`config.mk`:
```
export PLATFORM = sky130hd
export DESIGN_NAME = whitening_tx
export DESIGN_NICKNAME = d
export VERILOG_FILES = /design/src/rtl/whitening_tx.sv
export SDC_FILE = /design/constraint.sdc
export NUM_CORES = 1
export LEC_CHECK = 0
export BUFFER_PORTS_ARGS = -buffer_cell sky130_fd_sc_hd__buf_2
export CAP_MARGIN = 40
export CORE_MARGIN = 8
export CORE_UTILIZATION = 60
export DETAILED_ROUTE_END_ITERATION = 16
export PLACE_DENSITY = 0.79
export SETUP_SLACK_MARGIN = 0.4
export SLEW_MARGIN = 20
export SYNTH_ARGS = -nofsm -noshare
export SYNTH_HDL_FRONTEND = slang
export SYNTH_SLANG_ARGS = --single-unit
```
`constraint.sdc`:
```
create_clock -name clk -period 2.55 [get_ports clk]
set_input_delay 0.3825 -clock clk [delete_from_list [all_inputs] [get_ports clk]]
set_output_delay 0.3825 -clock clk [all_outputs]
set_load 0.01 [all_outputs]
```
`src/rtl/whitening_tx.sv`:
```
// -----------------------------------------------------------------------------
// whitening_tx
//
// Transmit-side PN9 whitening serializer. Takes a frame byte by byte over a
// valid/ready handshake (length byte L, L payload bytes, two FCS bytes) and
// emits it LSB-first, one bit per clock, XORed with the x^9+x^5+1 sequence.
// Once a frame starts the output is gap-free. If the next byte is not ready
// when the current one has been shifted out, the frame is aborted with a
// one-cycle underrun pulse.
//
// Ports:
//   clk            rising-edge clock
//   rst_n          asynchronous active-low reset
//   in_data[7:0]   frame byte from the framer
//   in_valid       in_data valid
//   in_ready       block can accept a byte this cycle (combinational)
//   data_out       whitened serial bit (registered)
//   data_out_valid data_out valid; high for the whole frame (registered)
//   out_phase[1:0] phase of the current bit: 00 idle, 01 length, 10 payload,
//                  11 FCS (registered, aligned with data_out)
//   fsc_end        one-cycle pulse with the last bit of the frame (registered)
//   underrun       one-cycle pulse when a frame is aborted (registered)
// -----------------------------------------------------------------------------
module whitening_tx #(
    parameter logic [8:0] LFSR_SEED = 9'h1FF
) (
    input  logic       clk,
    input  logic       rst_n,
    input  logic [7:0] in_data,
    input  logic       in_valid,
    output logic       in_ready,
    output logic       data_out,
    output logic       data_out_valid,
    output logic [1:0] out_phase,
    output logic       fsc_end,
    output logic       underrun
);

    // Encoding doubles as the out_phase code.
    typedef enum logic [1:0] {
        IDLE    = 2'b00,
        LEN     = 2'b01,
        PAYLOAD = 2'b10,
        FCS     = 2'b11
    } state_t;

    state_t     state, state_n;
    logic [7:0] hold, hold_n;
    logic       hold_v, hold_v_n;
    logic [7:0] shift, shift_n;
    logic [2:0] bit_cnt, bit_cnt_n;
    logic [8:0] lfsr, lfsr_n, lfsr_adv;
    logic [8:0] to_accept, to_accept_n;    // frame bytes not yet accepted
    logic [8:0] bytes_left, bytes_left_n;  // frame bytes not yet loaded for output
    logic       data_out_n;
    logic       valid_n;
    logic       fsc_end_n;
    logic       underrun_n;
    logic       accept;
    logic       load;

    assign in_ready = ~hold_v & ((state == IDLE) | (to_accept != 9'd0));
    assign accept   = in_valid & in_ready;
    assign lfsr_adv = {lfsr[0] ^ lfsr[5], lfsr[8:1]};

    // NOTE: every signal written below gets a default first, so no path can
    // leave one unassigned and infer a latch.
    always_comb begin
        state_n      = state;
        hold_n       = hold;
        hold_v_n     = hold_v;
        shift_n      = shift;
        bit_cnt_n    = bit_cnt;
        lfsr_n       = lfsr;
        to_accept_n  = to_accept;
        bytes_left_n = bytes_left;
        data_out_n   = 1'b0;
        fsc_end_n    = 1'b0;
        underrun_n   = 1'b0;
        load         = 1'b0;

        // Byte transfer from upstream. Only bytes after the length byte
        // count against to_accept.
        if (accept) begin
            hold_n   = in_data;
            hold_v_n = 1'b1;
            if (state != IDLE) begin
                to_accept_n = to_accept - 9'd1;
            end
        end

        case (state)
            IDLE: begin
                if (hold_v) begin
                    // The held byte is the length byte: L payload + 2 FCS follow.
                    load         = 1'b1;
                    state_n      = LEN;
                    bytes_left_n = {1'b0, hold} + 9'd2;
                    to_accept_n  = {1'b0, hold} + 9'd2;
                end
            end
            default: begin
                if (bit_cnt == 3'd7) begin
                    if (bytes_left == 9'd0) begin
                        state_n = IDLE;                    // normal frame end
                    end else if (hold_v) begin
                        load         = 1'b1;
                        state_n      = (bytes_left > 9'd2) ? PAYLOAD : FCS;
                        bytes_left_n = bytes_left - 9'd1;
                    end else begin
                        // Next byte missing: abort. A byte arriving on this
                        // same edge stays in hold and starts a new frame.
                        state_n     = IDLE;
                        to_accept_n = 9'd0;
                        underrun_n  = 1'b1;
                    end
                end else if ((state == FCS) && (bytes_left == 9'd0) && (bit_cnt == 3'd6)) begin
                    fsc_end_n = 1'b1;                      // coincides with the last bit
                end
            end
        endcase

        // Serializer and whitening. The LFSR always holds the mask for the
        // next bit to emit and sits at the seed whenever output is idle.
        if (load) begin
            hold_v_n   = 1'b0;
            shift_n    = hold;
            bit_cnt_n  = 3'd0;
            data_out_n = hold[0] ^ lfsr[0];
            lfsr_n     = lfsr_adv;
        end else if (state_n != IDLE) begin
            shift_n    = {shift[0], shift[7:1]};
            bit_cnt_n  = bit_cnt + 3'd1;
            data_out_n = shift[1] ^ lfsr[0];
            lfsr_n     = lfsr_adv;
        end else begin
            lfsr_n     = LFSR_SEED;
        end

        valid_n = (state_n != IDLE);
    end

    // NOTE: state registers use non-blocking assignments so every flop samples
    // the pre-edge values regardless of statement order.
    always_ff @(posedge clk or negedge rst_n) begin
        if (!rst_n) begin
            state          <= IDLE;
            hold           <= 8'h00;
            hold_v         <= 1'b0;
            shift          <= 8'h00;
            bit_cnt        <= 3'd0;
            lfsr           <= LFSR_SEED;
            to_accept      <= 9'd0;
            bytes_left     <= 9'd0;
            data_out       <= 1'b0;
            data_out_valid <= 1'b0;
            out_phase      <= 2'b00;
            fsc_end        <= 1'b0;
            underrun       <= 1'b0;
        end else begin
            state          <= state_n;
            hold           <= hold_n;
            hold_v         <= hold_v_n;
            shift          <= shift_n;
            bit_cnt        <= bit_cnt_n;
            lfsr           <= lfsr_n;
            to_accept      <= to_accept_n;
            bytes_left     <= bytes_left_n;
            data_out       <= data_out_n;
            data_out_valid <= valid_n;
            out_phase      <= state_n;
            fsc_end        <= fsc_end_n;
            underrun       <= underrun_n;
        end
    end

endmodule

```
Word-level counts from Yosys, hierarchy flattened
Cells that the tools add are included.

word-level totals
  output and inout bits = 7
  bits in registers = 53

cells by class
  reduce and logical (&&, ||, !) cells = 11
  order comparisons = 1
  bitwise operators = 7
  mux-type cells = 39
  $add $sub $neg = 4
  equality and inequality tests = 6

operator list
  cell                                                 number
  2-to-1 mux 9 bit                                     14
  subtractor 9 x 1 -> 9 bit (second input constant)    2
  2-to-1 mux 1 bit                                     16
  2-to-1 mux 8 bit                                     2
  2-to-1 mux 2 bit                                     5
  nonzero test 2 bit                                   5
  adder 8 x 2 -> 9 bit (second input constant)         1
  > comparator 9 x 2 -> 1 bit (second input constant)  1
  logical NOT 9 bit                                    1
  nonzero test 9 bit                                   1
  == test 3 bit (second input constant)                2
  2-to-1 mux 3 bit                                     2
  != test 2 bit (second input constant)                2
  AND reduction 4 bit                                  1
  adder 3 x 1 -> 3 bit (second input constant)         1
  != test 3 x 2 -> 1 bit (second input constant)       1
  bitwise XOR 1 bit                                    3
  bitwise AND 1 bit                                    2
  == test 2 bit (second input constant)                1
  logical AND 1 bit                                    2
  logical NOT 2 bit                                    1
  NOT 1 bit                                            1
  bitwise OR 1 bit                                     1

Logic depth before layout (Yosys ltp)
Gate-level depths: netlist of the first run.

  depth in word-level cells = 9
  gate-level depth with buffers = 8
  mapped depth without buffers = 7

Worst setup path after synthesis of the first run
Ideal clock, no wire load.

  path type = register -> register
  from = register to_accept[0]
  to = register to_accept[6]
  library setup time = 0.126 ns
  path slack = 0.560 ns
  path buffers = 0
  arrival time = 1.864 ns
  stages on the path, launching flop included = 8
  path through = dfrtp_1 -> inv_1 -> ha_1 -> or3b_1 -> nor4b_1 -> mux2i_1 -> nor3_1 -> a221o_1

on the way
  cells in the longest elaborated chain, start to end = 9

ends and longest elaborated chain
  item                                                               line  text
  start, declared                                                    53    logic [8:0] to_accept, to_accept_n;
  start signal, assigned                                             167   to_accept <= to_accept_n;
  branches (longest 4 deep; another with subtractor 9 x 1 -> 9 bit)  -
  2-to-1 mux 9 bit *                                                 84    if (accept) begin
  2-to-1 mux 9 bit                                                   106   end else if (hold_v) begin
  2-to-1 mux 9 bit                                                   104   if (bytes_left == 9'd0) begin
  2-to-1 mux 9 bit                                                   103   if (bit_cnt == 3'd7) begin
  2-to-1 mux 9 bit *                                                 92    case (state)
  named net to_accept_n[6]                                           53

Mark *: on every way through the listed nets, which the timed path passes.
A chain may end at the register's enable or synchronous reset.

Worst setup path after layout of the first run
Ends and elaborated chain as after synthesis.

==> flow_metrics.py, run 1 <==
metrics = {
    "critical_path": {
        "crit_required_ps": 2740,
        "crit_path_start_kind": "register",
        "cp-end-kind": "register",
        "path_delay_family": "simple AND/OR/NAND/NOR gates",
        "crit_type": "register to register",
        "cp_data_arrival_time_ps": 2310,
        "crit_path_max_fanout": 5,
        "cpMaxStageDelayCell": "dfrtp_2",
        "crit_chain": "inv_1, ha_4, or3b_4, nor4b_4, mux2i_1, nor3_1, a221o_1",
        "max_stage_delay_ps": 440,
        "critPathBufInv": 1,
    },
    "sta": {
        "hold_viol": 0,
        "drv_slew": 0,
        "finalWorstSetupSlack_ps": 429,
        "fin_crit_ps": 2120,
        "finalCritPeriodShare": 0.832,
        "worst_slew_pin_slew_ps": 673,
        "fin_skew_ps": 14.5,
        "slew_headroom": 0.551,
        "rsz0062_at_grt": "false",
        "setup_viol": 0,
        "fmax_mhz": 471,
        "setup_tns_ps": 0,
    },
    "clock_network": {
        "cts_buffer_depth": 2,
        "clkLatencyLatePin_ps": 310,
        "cts_root_buf": "clkbuf_8",
        "cts_buffers": 5,
        "path_clk_slew_ps": 100,
        "cts_tree": "yes",
        "cts-htree-levels": 2,
        "clock_sinks": 53,
    },
    "pwr": {
        "p_sw_frac": 0.427,
        "total_power_uw": 4180,
        "p_switching_uw": 1790,
        "power.density_nw_per_um2": 1270,
        "power_frac_comb": 0.487,
        "internal-power_uw": 2400,
        "clkPwrFrac": 0.113,
        "vdd_drop_max_v": 0.000655,
        "p_leak_uw": 0.00138,
        "sequentialPowerShare": 0.400,
    },
    "synth": {
        "synthTopCellsByArea": "dfrtp_1 39%, dfstp_2 8.4%, nor2_1 4.6%",
        "synth_top_area_frac": 0.393,
        "synth-seq-cells": 53,
        "synth_seq_area_share": 0.477,
        "synth_commonest_cells": "44 x dfrtp_1, 34 x nor2_1, 17 x nand2_1",
        "synth_area_per_cell_um2": 10.0,
        "yosysMostFrequentCell": "dfrtp_1",
        "synthArstFlopShare": 1.00,
        "synth_edf_count": 0,
        "synth_top_area_cell": "dfrtp_1",
        "syn_nets": 299,
        "synth_cell_types": 58,
        "synthCells": 280,
        "ys_warn_count": 0,
        "synthFlopType": "dfrtp_1",
        "syn_area_um2": 2800,
    },
    "layout": {
        "fillers": 372,
        "layout-drive-gt1-share": 0.262,
        "utilization": 0.711,
        "num_antenna_cells": 0,
        "fin_nets": 335,
        "fin_area_um2": 3290,
        "syn2layout_area_growth_pct": 17.4,
    },
    "die": {
        "core-area_um2": 4630,
        "dieArea_um2": 7120,
        "placementRows": 25,
        "die_w_um": 84.4,
        "die_height_um": 84.4,
        "pin_count": 18,
        "start_util": 0.606,
    },
    "min_path": {
        "worstHoldPathType": "input pin to async pin",
    },
    "drt": {
        "drt_iter0_drc": 205,
        "drc_errors": 0,
        "vias_per_cell": 6.35,
        "drt_wl_total_um": 6830,
        "drt_pass1_iterations": 4,
        "ant_nets": 0,
        "wl_per_cell_um": 18.4,
        "vias": 2356,
    },
    "global_routing": {
        "grt.overflow.total": 0,
        "grt_max_degree": 54,
        "first_global_vias": 2256,
        "grt_pass1_wl_um": 10800,
        "grtUsageTotal": 0.186,
        "antenna_found_initial": 0,
    },
    "placed_design": {
        "place_ws_ps": 301,
        "dp_hpwl_um": 4360,
        "dpl_cell_area_um2": 2970,
        "gp_congestion": 0.867,
        "numPortBuffers": 17,
    },
    "run": {
        "cap_violations": 0,
    },
    "run_status": {
        "status": "complete, no violations",
    },
}
==> area by class of cell <==
class                      instances  area [µm²]  area share
multi-input combinational        203        1450       0.441
sequential                        53        1340       0.407
timing repair buffer              41         299      0.0908
clock buffer                       6        72.6      0.0220
tap                               54        67.6      0.0205
inverter                          12        45.0      0.0137
clock inverter                     2        15.0     0.00456
==> flip-flops by register name (all words and copies together), names as in the netlist <==
| register | count |
|---|---|
| lfsr | 9 |
| bit_cnt | 3 |
| data_out | 1 |
| fsc_end | 1 |
| data_out_valid | 1 |
| state | 2 |
| underrun | 1 |
| bytes_left | 9 |
| shift | 8 |
| hold | 8 |
| to_accept | 9 |
| hold_v | 1 |
==> path summary, 6_finish.rpt <==
check,endpoint,depth (start not counted),start,slack (ps)
max,to_accept[6]$_DFF_PN0_,7,to_accept[0]$_DFF_PN0_,430
min,fsc_end$_DFF_PN0_,2,rst_n,180
max reg2reg,to_accept[6]$_DFF_PN0_,7,to_accept[0]$_DFF_PN0_,430
min reg2reg,lfsr[7]$_DFF_PN1_,1,lfsr[8]$_DFF_PN1_,490
max in group asynchronous,to_accept[0]$_DFF_PN0_,2,rst_n,1880
min in group clk,hold[6]$_DFFE_PN0N_,2,in_data[6],290
==> cells by family (layout without fill, tap and decap cells) <==
logic type | count (synthesis) | count (layout) | share of synthesized area
AO/OA/AOI/OAI | 79 | 79 | 0.202
AND/OR/NAND/NOR | 99 | 99 | 0.185
multiplexers | 11 | 11 | 0.0428
XOR/XNOR | 6 | 6 | 0.0187
adder cells (fa/ha/maj) | 8 | 8 | 0.0357
flip-flops | 53 | 53 | 0.477
buffers and inverters | 24 | 61 | 0.0393
==> metrics by stage <==
stage                     hold slack, ps  cells
after CTS                            206    360
after global placement               471    349
after global routing                 235    371
final                                177    371
after detailed placement             473    349
after floorplan                     86.9    280
==> power by group through the flow <==
stage	Sequential (µW)	Combinational (µW)	Clock, µW
floorplan	1560	1330	0
global placement	1640	1660	0
detailed placement	1660	1710	0
CTS	1650	1770	483
global route	1730	2260	511
finish	1670	2040	473
==> repair_timing <==
item                       CTS  global route
resized for setup            4            17
hold buffers                 0             0
setup endpoints to repair   13            22
pin swaps                    2             4
cloned                       0             1
setup buffers                3            10
==> cell usage in the layout (no fill, tap or decap), types with 5 or more instances in the layout <==
cell	count
o22ai_1	12
o21ai_0	6
nor2_1	34
nor3_1	9
a21oi_1	12
ha_1	6
o21ai_1	8
buf_4	21
a31oi_1	5
inv_1	10
clkbuf_8	5
nand2b_1	9
nand3_1	5
dfstp_2	9
nand2_1	17
dfrtp_1	42
a211oi_1	9
buf_2	17
mux2_1	8
==> worst register-to-register path, delay by kind of cell, from the launching register on <==
| kind | cells | cell delay, ps |
|---|---|---|
| adder cells (fa/ha/maj) | 1 | 170 |
| multiplexers | 1 | 260 |
| AO/OA/AOI/OAI | 1 | 270 |
| flip-flops | 1 | 440 |
| AND/OR/NAND/NOR | 3 | 770 |
| buffers and inverters | 1 | 100 |
==> routing by layer <==
metal / global-route usage / part of all wire / vias to the layer above
met4: 0.0534 / 0.019 / 0
li1: - / - / 1091
met1: 0.236 / 0.44 / 1178
met2: 0.311 / 0.49 / 73
met3: 0.0400 / 0.047 / 14
met5: 0 / 0 / -
No activity file was read; power rests on OpenSTA's default activity.
==> run 2, diff against run 1 <==
clock period = 2.1 ns   (was 2.55 ns; I/O delays follow)
==> run 2 against run 1 <==
  * Maximum frequency is 4.4% higher
  * Critical path depth rose by 1
  * Die area did not move
  * Sequential power grew 24%
  * Sequential share of layout area fell by 3.8 points
  * Via count increased by 8.0%
  * Clock skew about the same
  * Critical path type unchanged
==> flow_metrics.py, run 2 (same netlist as run 1, synthesis figures left out) <==
metrics = {
    "drt": {
        "wl_met1_um": 3180,
        "ant_nets": 0,
        "met2_length_um": 4070,
        "drt_wl_total_um": 8060,
        "drc_errors": 0,
        "route.met3.wl_um": 584,
        "top_layer_used": "met4",
        "vias": 2544,
        "vias_per_cell": 6.64,
        "wl_per_cell_um": 21.0,
        "drt_pass1_iterations": 5,
        "drt_iter0_drc": 244,
    },
    "pwr": {
        "p_switching_uw": 2520,
        "total_power_uw": 5770,
        "vdd_drop_max_v": 0.000912,
        "internal-power_uw": 3240,
        "sequentialPowerShare": 0.360,
        "power_frac_comb": 0.537,
        "p_sw_frac": 0.438,
        "clkPwrFrac": 0.103,
        "p_leak_uw": 0.00153,
        "power.density_nw_per_um2": 1590,
    },
    "sta": {
        "hold_slack_ps": 225,
        "rsz0062_at_grt": "true",
        "drv_slew": 0,
        "fin_crit_ps": 2030,
        "setup_viol": 0,
        "fmax_mhz": 492,
        "finalWorstSetupSlack_ps": 69.1,
        "hold_viol": 0,
        "finalCritPeriodShare": 0.967,
        "worst_slew_pin_slew_ps": 521,
        "slew_headroom": 0.653,
        "setup_tns_ps": 0,
        "fin_skew_ps": 14.5,
    },
    "die": {
        "dieArea_um2": 7120,
        "die_w_um": 84.4,
        "die_height_um": 84.4,
        "placementRows": 25,
        "start_util": 0.606,
        "pin_count": 18,
        "core-area_um2": 4630,
    },
    "placed_design": {
        "gp_congestion": 0.947,
        "place_ws_ps": 29.3,
        "numPortBuffers": 17,
        "dp_cells": 358,
        "dp_hpwl_um": 4700,
    },
    "run_status": {
        "status": "complete, no violations",
    },
    "layout": {
        "num_antenna_cells": 0,
        "reg_top3": "bytes_left x9, lfsr x9, to_accept x9",
        "final_cell_mix": "41 x dfrtp_1, 31 x nor2_1, 23 x buf_4",
        "syn2layout_area_growth_pct": 29.6,
        "layout_commonest_cell": "dfrtp_1",
        "fin_nets": 347,
        "final_cells": 383,
        "layout-drive-gt1-share": 0.401,
    },
    "global_routing": {
        "grt_pass1_wl_um": 12100,
        "first_global_vias": 2449,
        "grtUsageTotal": 0.211,
        "grt_max_degree": 33,
        "grt.overflow.total": 0,
        "antenna_found_initial": 0,
    },
    "min_path": {
        "worstHoldPathType": "input pin to register",
        "holdPathEnd": "hold[0]$_DFFE_PN0N_",
        "min_from": "in_data[0]",
        "whs_path_depth": 2,
    },
    "clock_network": {
        "cts_tree": "yes",
        "path_clk_slew_ps": 100,
        "clock_sinks": 53,
        "cts-htree-levels": 2,
        "cts_root_buf": "clkbuf_8",
        "clkLatencyLatePin_ps": 320,
        "cts_buffers": 5,
        "cts_buffer_depth": 2,
    },
    "critical_path": {
        "crit_required_ps": 2330,
        "r2r-start": "bytes_left[1]$_DFFE_PN0P_",
        "r2r_cells": 8,
        "crit_path_start_kind": "register",
        "r2r-end": "bytes_left[1]$_DFFE_PN0P_",
        "cpMaxStageDelayCell": "or4b_4",
        "crit_type": "register to register",
        "crit_path_max_fanout": 6,
        "cp_data_arrival_time_ps": 2260,
        "max_stage_delay_ps": 500,
        "rrSetupSlack_ps": 70,
        "cp-end-kind": "register",
        "crit_chain": "inv_2, ha_4, or4b_4, o21a_4, o21ai_4, buf_6, a21oi_2, a21oi_1",
    },
    "run": {
        "cap_violations": 0,
    },
}
## run 2: changes by cell type in the layout (fill, tap and decap cells not counted), sizes merged
cell	delta
clkbuf	-2
and2	+1
clkinv	+1
dlygate4sd3	+1
inv	+1
buf	+11
clkinvlp	-1
## run 2: metal layers
metal,GRT usage,vias to the layer above
met5,0,-
met4,0.0728,0
met3,0.0459,27
met2,0.362,131
met1,0.255,1263
li1,-,1123
## run 2: layout make-up
cell class	count	area [µm²]
inverters	12	45.0
clock inverters	3	21.3
repair buffers	52	433
flip-flops and latches	53	1340
clock buffers	5	68.8
well taps	54	67.6
fillers	287	995
multi-input cells	204	1660
## run 2: what timing repair did
action	in CTS	in global routing
endpoints found under the setup margin	53	54
pin swaps	18	14
hold buffers	1	0
gates cloned	2	0
endpoints found under the hold margin	21	0
resized for setup	24	30
buffers inserted	6	8
## run 2: how the worst max path moves through the flow
stage,start,end,cells past startpoint
global placement,bytes_left[1]$_DFFE_PN0P_,bytes_left[1]$_DFFE_PN0P_,8
global route,bytes_left[0]$_DFFE_PN0P_,bytes_left[1]$_DFFE_PN0P_,8
CTS,bytes_left[1]$_DFFE_PN0P_,to_accept[6]$_DFF_PN0_,7
floorplan,bytes_left[1]$_DFFE_PN0P_,to_accept[6]$_DFF_PN0_,7
detailed placement,bytes_left[1]$_DFFE_PN0P_,bit_cnt[0]$_DFFE_PN0P_,8
finish,bytes_left[1]$_DFFE_PN0P_,bytes_left[1]$_DFFE_PN0P_,8
## run 2: through the flow
step / instance area (µm²) / utilization
after floorplan: 2930 / -
after global placement: 3160 / 0.682
after detailed placement: 3160 / 0.682
after CTS: 3430 / 0.741
after global routing: 3630 / 0.785
final: 3630 / 0.785
## run 2: critical path: cells and delay by family (launching register included)
kind	cells	cell delay [ps]
AO/OA/AOI/OAI	4	660
flip-flops	1	400
AND/OR/NAND/NOR	1	500
buffers and inverters	2	280
adder cells (fa/ha/maj)	1	130
## run 2: power by group through the flow
stage / Sequential (µW) / Combinational [µW] / Clock, µW
floorplan: 1930 / 1810 / 0
global placement: 1990 / 2370 / 0
detailed placement: 2010 / 2420 / 0
CTS: 2010 / 2700 / 600
global route: 2130 / 3340 / 635
finish: 2070 / 3100 / 594
==> run 3, diff against run 2 <==
CORE_UTILIZATION = 45   (was 60)
CTS_BUF_LIST = sky130_fd_sc_hd__clkbuf_2 sky130_fd_sc_hd__clkbuf_4 sky130_fd_sc_hd__clkbuf_8   (was default)
PLACE_DENSITY = default   (was 0.79)
==> run 3 against run 2 <==
  * The run now ends with hold timing left
  * Count of clock-buffer cells in the layout is 2 higher
  * Via count down 6.8%
  * Worst hold slack lost 230 ps
  * Sequential cell count is the same
  * Die area up 27%
  * First-iteration DRC count fell by 19%
  * Worst setup slack better by 6.7 ps
  * Clock power about the same
  * Total power shrank 1.6%
  * Sequential share of layout area fell by 0.16 points
  * Largest cell class unchanged
==> flow_metrics.py, run 3 (same netlist as run 1, synthesis figures left out) <==
metrics = {
    "drt": {
        "wl_per_cell_um": 18.0,
        "ant_nets": 0,
        "drt_iter0_drc": 197,
        "drt_wl_total_um": 7400,
        "vias_per_cell": 5.77,
        "drc_errors": 0,
        "vias": 2370,
        "drt_pass1_iterations": 4,
    },
    "die": {
        "dieArea_um2": 9010,
        "die_height_um": 94.9,
        "pin_count": 18,
        "die_w_um": 94.9,
        "start_util": 0.471,
        "placementRows": 28,
        "core-area_um2": 5960,
    },
    "sta": {
        "setup_tns_ps": 0,
        "rsz0062_at_grt": "true",
        "fin_crit_ps": 2020,
        "fin_skew_ps": 9.87,
        "drv_slew": 0,
        "setup_viol": 0,
        "slew_headroom": 0.613,
        "hold_viol": 3,
        "finalCritPeriodShare": 0.964,
        "worst_slew_pin_slew_ps": 581,
        "hold_slack_ps": -7.11,
        "fmax_mhz": 494,
    },
    "global_routing": {
        "grt.overflow.total": 0,
        "grt_max_degree": 30,
        "grt_pass1_wl_um": 12600,
        "antenna_found_initial": 0,
        "grtUsageTotal": 0.179,
        "first_global_vias": 2422,
    },
    "critical_path": {
        "crit_path_max_fanout": 4,
        "crit_path_start_kind": "register",
        "cp-end-kind": "register",
        "crit_required_ps": 2270,
        "rrSetupSlack_ps": 80,
        "cp_data_arrival_time_ps": 2190,
        "r2r-start": "bytes_left[0]$_DFFE_PN0P_",
        "crit_type": "register to register",
        "crit_start": "bytes_left[0]$_DFFE_PN0P_",
    },
    "pwr": {
        "p_leak_uw": 0.00154,
        "sequentialPowerShare": 0.349,
        "clkPwrFrac": 0.105,
        "p_sw_frac": 0.419,
        "power_frac_comb": 0.546,
        "p_switching_uw": 2370,
        "power.density_nw_per_um2": 1550,
        "vdd_drop_max_v": 0.000890,
        "internal-power_uw": 3300,
    },
    "placed_design": {
        "gp_congestion": 0.859,
        "dp_hpwl_um": 5020,
        "dpl_cell_area_um2": 3220,
        "dp_cells": 385,
        "numPortBuffers": 17,
    },
    "layout": {
        "reg_top3": "bytes_left x9, lfsr x9, to_accept x9",
        "syn2layout_area_growth_pct": 30.1,
        "layout_commonest_cell": "dfrtp_1",
        "final_cell_mix": "42 x dfrtp_1, 34 x nor2_1, 31 x buf_4",
        "final_cells": 411,
        "fin_area_um2": 3650,
        "fin_nets": 354,
        "fillers": 508,
        "layout-drive-gt1-share": 0.408,
        "num_antenna_cells": 0,
    },
    "clock_network": {
        "cts_buffers": 5,
        "cts_hold_buf": 0,
        "cts-htree-levels": 2,
        "cts_buffer_depth": 2,
        "cts_tree": "yes",
        "clkLatencyLatePin_ps": 310,
        "cts_root_buf": "clkbuf_8",
        "clock_sinks": 53,
        "path_clk_slew_ps": 100,
    },
    "run_status": {
        "violations": "hold timing",
        "status": "complete, but fails checks",
    },
    "min_path": {
        "worstHoldPathType": "input pin to async pin",
    },
    "run": {
        "cap_violations": 0,
    },
}
==> run 3: changes by cell type in the layout (fill, tap and decap cells not counted), sizes merged <==
cell         change
inv              -1
dlygate4sd3      -1
clkbuf           +2
clkinv           -1
buf              +8
==> run 3: power groups by stage <==
stage	clock network, µW	registers (µW)	logic, µW
floorplan	0	1930	1810
global placement	0	1960	2500
detailed placement	0	1970	2560
CTS	618	1970	2960
global route	654	2040	3390
finish	596	1980	3100
==> run 3: final cells by class <==
type / instances / area, µm² / share of cell area
multi-input combinational: 204 / 1620 / 0.445
sequential: 53 / 1340 / 0.367
timing repair buffer: 59 / 450 / 0.123
tap: 75 / 93.8 / 0.0257
clock buffer: 7 / 83.8 / 0.0230
inverter: 12 / 47.5 / 0.0130
clock inverter: 1 / 7.51 / 0.00206
==> run 3: layer usage <==
metal,part of all wire,vias up,global-route usage
li1,-,1133,-
met1,0.46,1169,0.243
met2,0.47,53,0.280
met3,0.050,15,0.0325
met4,0.019,0,0.0624
met5,0,-,0
==> run 3: per-stage QoR <==
step	power, µW	hold slack, ps	setup slack [ps]	util
2_1_floorplan	3740	19.4	170	-
3_3_place_gp	4460	340	68.6	0.540
3_5_place_dp	4530	340	43.4	0.540
4_1_cts	5550	2.31	99.5	0.600
5_1_grt	6080	38.2	-3.56	0.612
6_report	5670	-7.11	75.8	0.612
==> run 3: worst max-delay path, cell delays in order, from the launching register on <==
cell and delay [ps]:
dfrtp_1 410, inv_2 90, ha_4 120, or4b_4 490
o21ai_4 230, buf_6 140, nor2_4 40, buf_4 140
a22oi_2 140, o22ai_2 90
==> run 3: repair_timing <==
item / CTS / global route
pin swaps: 24 / 9
buffers inserted: 12 / 4
gates cloned: 2 / 0
endpoints found under the setup margin: 53 / 53
resized for setup: 39 / 10
==> run 3: final timing paths <==
kind | endpoint | cells past startpoint
max in group asynchronous | shift[6]$_DFFE_PN0P_ | 2
worst min-delay path | to_accept[7]$_DFF_PN0_ | 1
worst max-delay path | bytes_left[0]$_DFFE_PN0P_ | 9
worst min register to register | lfsr[5]$_DFF_PN1_ | 1
min in group clk | hold[1]$_DFFE_PN0N_ | 2
worst max register to register | bytes_left[0]$_DFFE_PN0P_ | 9
